--- config.mk ---
export PLATFORM = sky130hd
export DESIGN_NAME = dmem_arbiter_flat
export DESIGN_NICKNAME = d
export VERILOG_FILES = /design/src/rtl/dmem_arbiter_pkg.sv /design/src/rtl/dmem_arbiter_if.sv /design/src/rtl/dmem_arb_wait_ctr.sv /design/src/rtl/dmem_arbiter.sv /design/src/flat_wrapper.sv
export SDC_FILE = /design/constraint.sdc
export NUM_CORES = 1
export LEC_CHECK = 0
export BUFFER_PORTS_ARGS = -buffer_cell sky130_fd_sc_hd__buf_2
export CELL_PAD_IN_SITES_DETAIL_PLACEMENT = 2
export CELL_PAD_IN_SITES_GLOBAL_PLACEMENT = 2
export CORE_MARGIN = 2
export CORE_UTILIZATION = 19
export CTS_CLUSTER_DIAMETER = 40
export DETAILED_ROUTE_END_ITERATION = 8
export PLACE_DENSITY_LB_ADDON = 0.1
export SLEW_MARGIN = 5
export SYNTH_ARGS = -nofsm -noshare
export SYNTH_HDL_FRONTEND = slang
export SYNTH_SLANG_ARGS = --single-unit
--- constraint.sdc ---
create_clock -name clk -period 2.5 [get_ports clk]
set_input_delay 0.5 -clock clk [delete_from_list [all_inputs] [get_ports clk]]
set_output_delay 0.5 -clock clk [all_outputs]
set_load 0.05 [all_outputs]
--- src/rtl/dmem_arbiter_pkg.sv ---
// dmem_arbiter_pkg: shared types and defaults for the data-memory arbiter
package dmem_arbiter_pkg;
  localparam int DEF_DATA_W = 8;
  localparam int DEF_ADDR_W = 8;
  localparam int WAIT_W = 4;
  typedef enum logic {ARB_CPU = 1'b0, ARB_EXT = 1'b1} arb_state_e;
endpackage

--- src/rtl/dmem_arbiter_if.sv ---
// dmem_arbiter_if: CPU, EXT and DataMemory signals of the arbiter; slave = arbiter view
interface dmem_arbiter_if import dmem_arbiter_pkg::*; #(
  parameter int DATA_W = DEF_DATA_W,
  parameter int ADDR_W = DEF_ADDR_W
);
  logic cpu_req, cpu_we, cpu_stall;
  logic [ADDR_W-1:0] cpu_addr;
  logic [DATA_W-1:0] cpu_wdata, cpu_rdata;
  logic ext_req, ext_we, ext_gnt, ext_rvalid;
  logic [ADDR_W-1:0] ext_addr;
  logic [DATA_W-1:0] ext_wdata, ext_rdata;
  logic mem_we, mem_re;
  logic [ADDR_W-1:0] mem_addr;
  logic [DATA_W-1:0] mem_wdata, mem_rdata;
  modport slave (
    input cpu_req, cpu_we, cpu_addr, cpu_wdata, ext_req, ext_we, ext_addr, ext_wdata, mem_rdata,
    output cpu_rdata, cpu_stall, ext_gnt, ext_rdata, ext_rvalid, mem_addr, mem_wdata, mem_we, mem_re
  );
  modport master (
    output cpu_req, cpu_we, cpu_addr, cpu_wdata, ext_req, ext_we, ext_addr, ext_wdata, mem_rdata,
    input cpu_rdata, cpu_stall, ext_gnt, ext_rdata, ext_rvalid, mem_addr, mem_wdata, mem_we, mem_re
  );
endinterface

--- src/rtl/dmem_arb_wait_ctr.sv ---
// dmem_arb_wait_ctr: 4-bit saturating EXT wait counter; o_at_max flags the value it loads next
module dmem_arb_wait_ctr import dmem_arbiter_pkg::*; (
  input  logic              clk,
  input  logic              rst,
  input  logic              i_inc,
  input  logic              i_clr,
  input  logic [WAIT_W-1:0] i_max,
  output logic [WAIT_W-1:0] o_cnt,
  output logic              o_at_max
);
  logic [WAIT_W-1:0] r_cnt, w_nxt;
  // next count: clear wins, otherwise saturate at i_max
  always_comb begin
    w_nxt = i_clr ? '0 : !i_inc ? r_cnt : (r_cnt >= i_max) ? i_max : r_cnt + 1'b1;
    o_at_max = w_nxt == i_max;
  end
  // count register
  always_ff @(posedge clk) r_cnt <= rst ? '0 : w_nxt;
  assign o_cnt = r_cnt;
endmodule

--- src/rtl/dmem_arbiter.sv ---
// dmem_arbiter: CPU-priority data-memory arbiter with forced EXT grant; DMEM_ARB_STATS_EN adds stall counter
module dmem_arbiter import dmem_arbiter_pkg::*; #(
  parameter int DATA_W = DEF_DATA_W,
  parameter int ADDR_W = DEF_ADDR_W,
  parameter int MAX_WAIT = 4
) (
  input  logic          clk,
  input  logic          rst,
  dmem_arbiter_if.slave bus,
  output logic [15:0]   o_stat_stall
);
  arb_state_e r_state, w_state_nxt;
  logic w_ext_gnt, w_cpu_gnt, w_we, w_re, w_stall, w_at_max, w_ext_rd;
  logic [ADDR_W-1:0] w_addr;
  logic [DATA_W-1:0] w_wdata, r_rdata;
  logic [WAIT_W-1:0] w_cnt;
  logic r_rvalid;
  dmem_arb_wait_ctr u_wait (
    .clk(clk),
    .rst(rst),
    .i_inc(bus.ext_req),
    .i_clr(w_ext_gnt | ~bus.ext_req),
    .i_max(WAIT_W'(MAX_WAIT)),
    .o_cnt(w_cnt),
    .o_at_max(w_at_max)
  );
  // grant priority: forced EXT, then CPU, then idle-port EXT; mem port follows the winner
  always_comb begin
    w_ext_gnt = bus.ext_req & ((r_state == ARB_EXT) | ~bus.cpu_req);
    w_cpu_gnt = bus.cpu_req & ~w_ext_gnt;
    w_stall = bus.cpu_req & w_ext_gnt;
    w_ext_rd = w_ext_gnt & ~bus.ext_we;
    w_addr = w_ext_gnt ? bus.ext_addr : w_cpu_gnt ? bus.cpu_addr : '0;
    w_wdata = w_ext_gnt ? bus.ext_wdata : w_cpu_gnt ? bus.cpu_wdata : '0;
    w_we = w_ext_gnt ? bus.ext_we : w_cpu_gnt & bus.cpu_we;
    w_re = w_ext_gnt ? ~bus.ext_we : w_cpu_gnt & ~bus.cpu_we;
    w_state_nxt = w_at_max ? ARB_EXT : ARB_CPU;
  end
  // arbitration state: forced grant only for the cycle after the wait saturates
  always_ff @(posedge clk) r_state <= rst ? ARB_CPU : w_state_nxt;
  // EXT read return: capture data at the end of the grant, pulse valid one cycle
  always_ff @(posedge clk) begin
    r_rvalid <= ~rst & w_ext_rd;
    r_rdata <= rst ? '0 : w_ext_rd ? bus.mem_rdata : r_rdata;
  end
  assign bus.ext_gnt = w_ext_gnt;
  assign bus.cpu_stall = w_stall;
  assign bus.cpu_rdata = bus.mem_rdata;
  assign bus.ext_rdata = r_rdata;
  assign bus.ext_rvalid = r_rvalid;
  assign bus.mem_addr = w_addr;
  assign bus.mem_wdata = w_wdata;
  assign bus.mem_we = w_we;
  assign bus.mem_re = w_re;
`ifdef DMEM_ARB_STATS_EN
  logic [15:0] r_stat;
  // saturating count of CPU stall cycles
  always_ff @(posedge clk) r_stat <= rst ? '0 : (w_stall && r_stat != 16'hFFFF) ? r_stat + 16'd1 : r_stat;
  assign o_stat_stall = r_stat;
`else
  assign o_stat_stall = '0;
`endif
  a_cnt_range: assert property (@(posedge clk) disable iff (rst) w_cnt <= WAIT_W'(MAX_WAIT));
endmodule
--- src/flat_wrapper.sv ---
// flat-port wrapper written by rule: the top's interface ports become plain ports
module dmem_arbiter_flat import dmem_arbiter_pkg::*;
#(
  parameter int DATA_W = DEF_DATA_W,
  parameter int ADDR_W = DEF_ADDR_W,
  parameter int MAX_WAIT = 4
)
  (clk, rst, o_stat_stall, bus_cpu_req, bus_cpu_we, bus_cpu_addr, bus_cpu_wdata, bus_ext_req, bus_ext_we, bus_ext_addr, bus_ext_wdata, bus_mem_rdata, bus_cpu_rdata, bus_cpu_stall, bus_ext_gnt, bus_ext_rdata, bus_ext_rvalid, bus_mem_addr, bus_mem_wdata, bus_mem_we, bus_mem_re);
  dmem_arbiter_if #(.DATA_W(DATA_W), .ADDR_W(ADDR_W)) bus_i ();
  input  logic clk;
  input  logic rst;
  output logic [15:0] o_stat_stall;
  input wire logic [$bits(bus_i.cpu_req)-1:0] bus_cpu_req;
  input wire logic [$bits(bus_i.cpu_we)-1:0] bus_cpu_we;
  input wire logic [$bits(bus_i.cpu_addr)-1:0] bus_cpu_addr;
  input wire logic [$bits(bus_i.cpu_wdata)-1:0] bus_cpu_wdata;
  input wire logic [$bits(bus_i.ext_req)-1:0] bus_ext_req;
  input wire logic [$bits(bus_i.ext_we)-1:0] bus_ext_we;
  input wire logic [$bits(bus_i.ext_addr)-1:0] bus_ext_addr;
  input wire logic [$bits(bus_i.ext_wdata)-1:0] bus_ext_wdata;
  input wire logic [$bits(bus_i.mem_rdata)-1:0] bus_mem_rdata;
  output wire logic [$bits(bus_i.cpu_rdata)-1:0] bus_cpu_rdata;
  output wire logic [$bits(bus_i.cpu_stall)-1:0] bus_cpu_stall;
  output wire logic [$bits(bus_i.ext_gnt)-1:0] bus_ext_gnt;
  output wire logic [$bits(bus_i.ext_rdata)-1:0] bus_ext_rdata;
  output wire logic [$bits(bus_i.ext_rvalid)-1:0] bus_ext_rvalid;
  output wire logic [$bits(bus_i.mem_addr)-1:0] bus_mem_addr;
  output wire logic [$bits(bus_i.mem_wdata)-1:0] bus_mem_wdata;
  output wire logic [$bits(bus_i.mem_we)-1:0] bus_mem_we;
  output wire logic [$bits(bus_i.mem_re)-1:0] bus_mem_re;
  assign bus_i.cpu_req = bus_cpu_req;
  assign bus_i.cpu_we = bus_cpu_we;
  assign bus_i.cpu_addr = bus_cpu_addr;
  assign bus_i.cpu_wdata = bus_cpu_wdata;
  assign bus_i.ext_req = bus_ext_req;
  assign bus_i.ext_we = bus_ext_we;
  assign bus_i.ext_addr = bus_ext_addr;
  assign bus_i.ext_wdata = bus_ext_wdata;
  assign bus_i.mem_rdata = bus_mem_rdata;
  assign bus_cpu_rdata = bus_i.cpu_rdata;
  assign bus_cpu_stall = bus_i.cpu_stall;
  assign bus_ext_gnt = bus_i.ext_gnt;
  assign bus_ext_rdata = bus_i.ext_rdata;
  assign bus_ext_rvalid = bus_i.ext_rvalid;
  assign bus_mem_addr = bus_i.mem_addr;
  assign bus_mem_wdata = bus_i.mem_wdata;
  assign bus_mem_we = bus_i.mem_we;
  assign bus_mem_re = bus_i.mem_re;
  dmem_arbiter #(.DATA_W(DATA_W), .ADDR_W(ADDR_W), .MAX_WAIT(MAX_WAIT)) u_core (.clk(clk), .rst(rst), .bus(bus_i), .o_stat_stall(o_stat_stall));
endmodule
==> results.sh <==
export IMPL_status="complete, no violations"
export IMPL_initial_core_util_pct=19.72
export IMPL_h_tree_depth=1
export IMPL_whs_ns=0.4433
export IMPL_drive_gt1_share_pct=50.47
export IMPL_design_die_area_um2=6337
export IMPL_die_width_um=79.61
export IMPL_fin_nets=261
export IMPL_dp_cells=281
export IMPL_final_fill_count=699
export IMPL_fin_ws_ns=0.4495
export IMPL_clockRootBuffer="clkbuf_8"
export IMPL_setup_viol=0
export IMPL_insertion_delay_ns=0.25
export IMPL_seq_area_um2=280.3
export IMPL_cts_tree="done"
export IMPL_p_total_uw=762.1
export IMPL_fin_worst_skew_ns=0.003095
export IMPL_grt_pass1_wl_mm=5.713
export IMPL_first_pass_iters=2
export IMPL_period_needed_ns=2.051
export IMPL_cp_data_required_time_ns=2.00
export IMPL_clkTransAtPathRegs_ns=0.06
export IMPL_reg2reg_setup_slack_ns=1.33
export IMPL_p_leak_nw=0.7536
export IMPL_hpwl_mm=3.039
export IMPL_numCtsBuffers=3
export IMPL_maxCapViolations=0
export IMPL_cp_max_fo=19
export IMPL_grt_pass1_vias=1174
export IMPL_drc_errors=0
export IMPL_n_antenna_cell=0
export IMPL_gp_congestion=0.6342
export IMPL_synth_warnings=0
export IMPL_timing_rr_start="u_core.r_state$_SDFF_PP0_"
export IMPL_path_class="flop to output port"
export IMPL_synth_area_um2=1086
export IMPL_use_met3_pct=2.376
export IMPL_busiest_layer="met2"
export IMPL_cts_sinks=14
export IMPL_synthCells=142
export IMPL_dp_slack_ns=0.5206
export IMPL_core_area_um2=5507
export IMPL_layout_cells_non_filler=284
export IMPL_drt_iter0_markers=10
export IMPL_ios=99
export IMPL_post_cts_resized=0
export IMPL_slew_viol_final=0
export IMPL_grtUsageTotal_pct=11.36
export IMPL_rows=27
export IMPL_rsz0062_at_grt="no"
export IMPL_io_buffer_count=82
export IMPL_multi_input_area_um2=610.6
export IMPL_grt_max_degree=22
export IMPL_ys_types=26
export IMPL_cts_buffer_depth=2
export IMPL_holdPathStages=1
export IMPL_reg2reg_to="u_core.bus.ext_rdata[7]$_SDFFE_PP0N_"
export IMPL_grtUsageMet2_pct=21.09
export IMPL_viasPerCell=4.197
export IMPL_irDropWorstVdd_v=0.0002682
export IMPL_postCtsSetupBuffers=0
export IMPL_max_freq_ghz=0.4877
export IMPL_p_per_area_nw_per_um2=521.1
export IMPL_met1_usage_pct=12.78
export IMPL_ant_nets=0
export IMPL_syn_avg_cell_area_um2=7.648
export IMPL_vias=1192
export IMPL_hold_start="u_core.u_wait.o_cnt[0]$_SDFF_PP0_"
export IMPL_period_share_pct=82.02
export IMPL_ctsHoldBuffers=0
export IMPL_arrival_ns=1.55
export IMPL_die_h_um=79.61
export IMPL_r2r_cells=3
export IMPL_min_path_type="flop to flop"
export IMPL_gr_total_overflow=0
export IMPL_antenna_found_initial=0
export IMPL_seq_area_frac_synth_pct=25.81
export IMPL_ys_ff_latch=14
export IMPL_wl_per_cell_um=13.20
export IMPL_min_to="u_core.u_wait.o_cnt[0]$_SDFF_PP0_"
export IMPL_syn_to_final_growth_pct=34.68
export IMPL_start_kind="flop"
export IMPL_totalWireLength_mm=3.748
export IMPL_hold_viol_final=0
export IMPL_endpoint_kind="output port"
==> sequential cells by signal, summed over array words and instances, names as in the netlist <==
signal	cells
u_core.bus.ext_rdata	8
u_core.bus.ext_rvalid	1
u_core.u_wait.o_cnt	4
u_core.r_state	1
==> how the worst max path moves through the flow <==
stage	start	end	depth (start not counted)
floorplan	bus_cpu_req	bus_mem_addr[5]	5
global placement	bus_cpu_req	bus_mem_we	5
detailed placement	bus_cpu_req	bus_mem_we	5
CTS	u_core.r_state$_SDFF_PP0_	bus_mem_we	4
global route	u_core.r_state$_SDFF_PP0_	bus_mem_we	4
finish	u_core.r_state$_SDFF_PP0_	bus_mem_we	4
==> per-layer routing <==
layer	vias up	part of all wire, %
met5	-	0
met4	0	1.1
met3	5	8.1
met2	60	49
met1	544	42
li1	583	-
==> through the flow <==
stage          util [%]  instance area [um2]  TNS [ns]
2_1_floorplan         -                 1146   -0.3484
3_5_place_dp      25.81                 1421         0
4_1_cts           26.56                 1463         0
5_1_grt           26.56                 1463         0
6_report          26.56                 1463         0
3_3_place_gp      25.81                 1421         0
==> Yosys cell counts (all sizes together) <==
library cell	n	area share (%)
and2	2	1.4
a21oi	8	3.7
conb	1	0.35
a21boi	1	0.69
o21ai	25	15
nand2b	4	2.3
nand3	16	7.4
nand3b	1	0.69
o21a	1	0.69
buf	29	21
and3	2	1.2
or3b	8	6.5
clkbuf	6	2.1
nor2b	1	1.3
ha	1	1.2
nor2	3	1.0
nand2	17	5.9
and4bb	1	1.2
o31a	1	0.81
dfxtp	14	26
==> layout by cell type, fill, tap and decap left out, drive strengths merged, types with 2 or more instances in the layout <==
cell type	n
nand3	16
nand2	17
nor2	3
conb	17
and2	2
clkbuf	3
nand2b	4
a21oi	8
or3b	8
and3	2
o21ai	25
buf	86
dfxtp	14
==> cell type report <==
class,instances,area share [%]
Clock buffer,3,2.823
Timing Repair Buffer,86,30.11
Multi-Input combinational cell,109,41.75
Tap cell,72,6.159
Sequential cell,14,19.16
==> kinds of logic after synthesis <==
family          share of synthesized area [%]
simple gates                            28.69
compound gates                          20.51
buf+inv                                 23.50
flops                                   25.81
fa+ha+maj                               1.152
other cells                            0.3453
==> worst max-delay path, cell delays in order, from the launching register on <==
cell	delay, ns
dfxtp_1	0.40
nand2b_1	0.18
and2_4	0.31
o21a_1	0.16
buf_2	0.25
==> where the power goes <==
| group | internal, mW | leakage (nW) | total, mW | switching, mW |
|---|---|---|---|---|
| clock | 0.107 | 0.0216 | 0.187 | 0.0803 |
| combinational | 0.0808 | 0.618 | 0.341 | 0.261 |
| sequential | 0.231 | 0.114 | 0.234 | 0.00335 |
(Power assumes the default switching activity.)
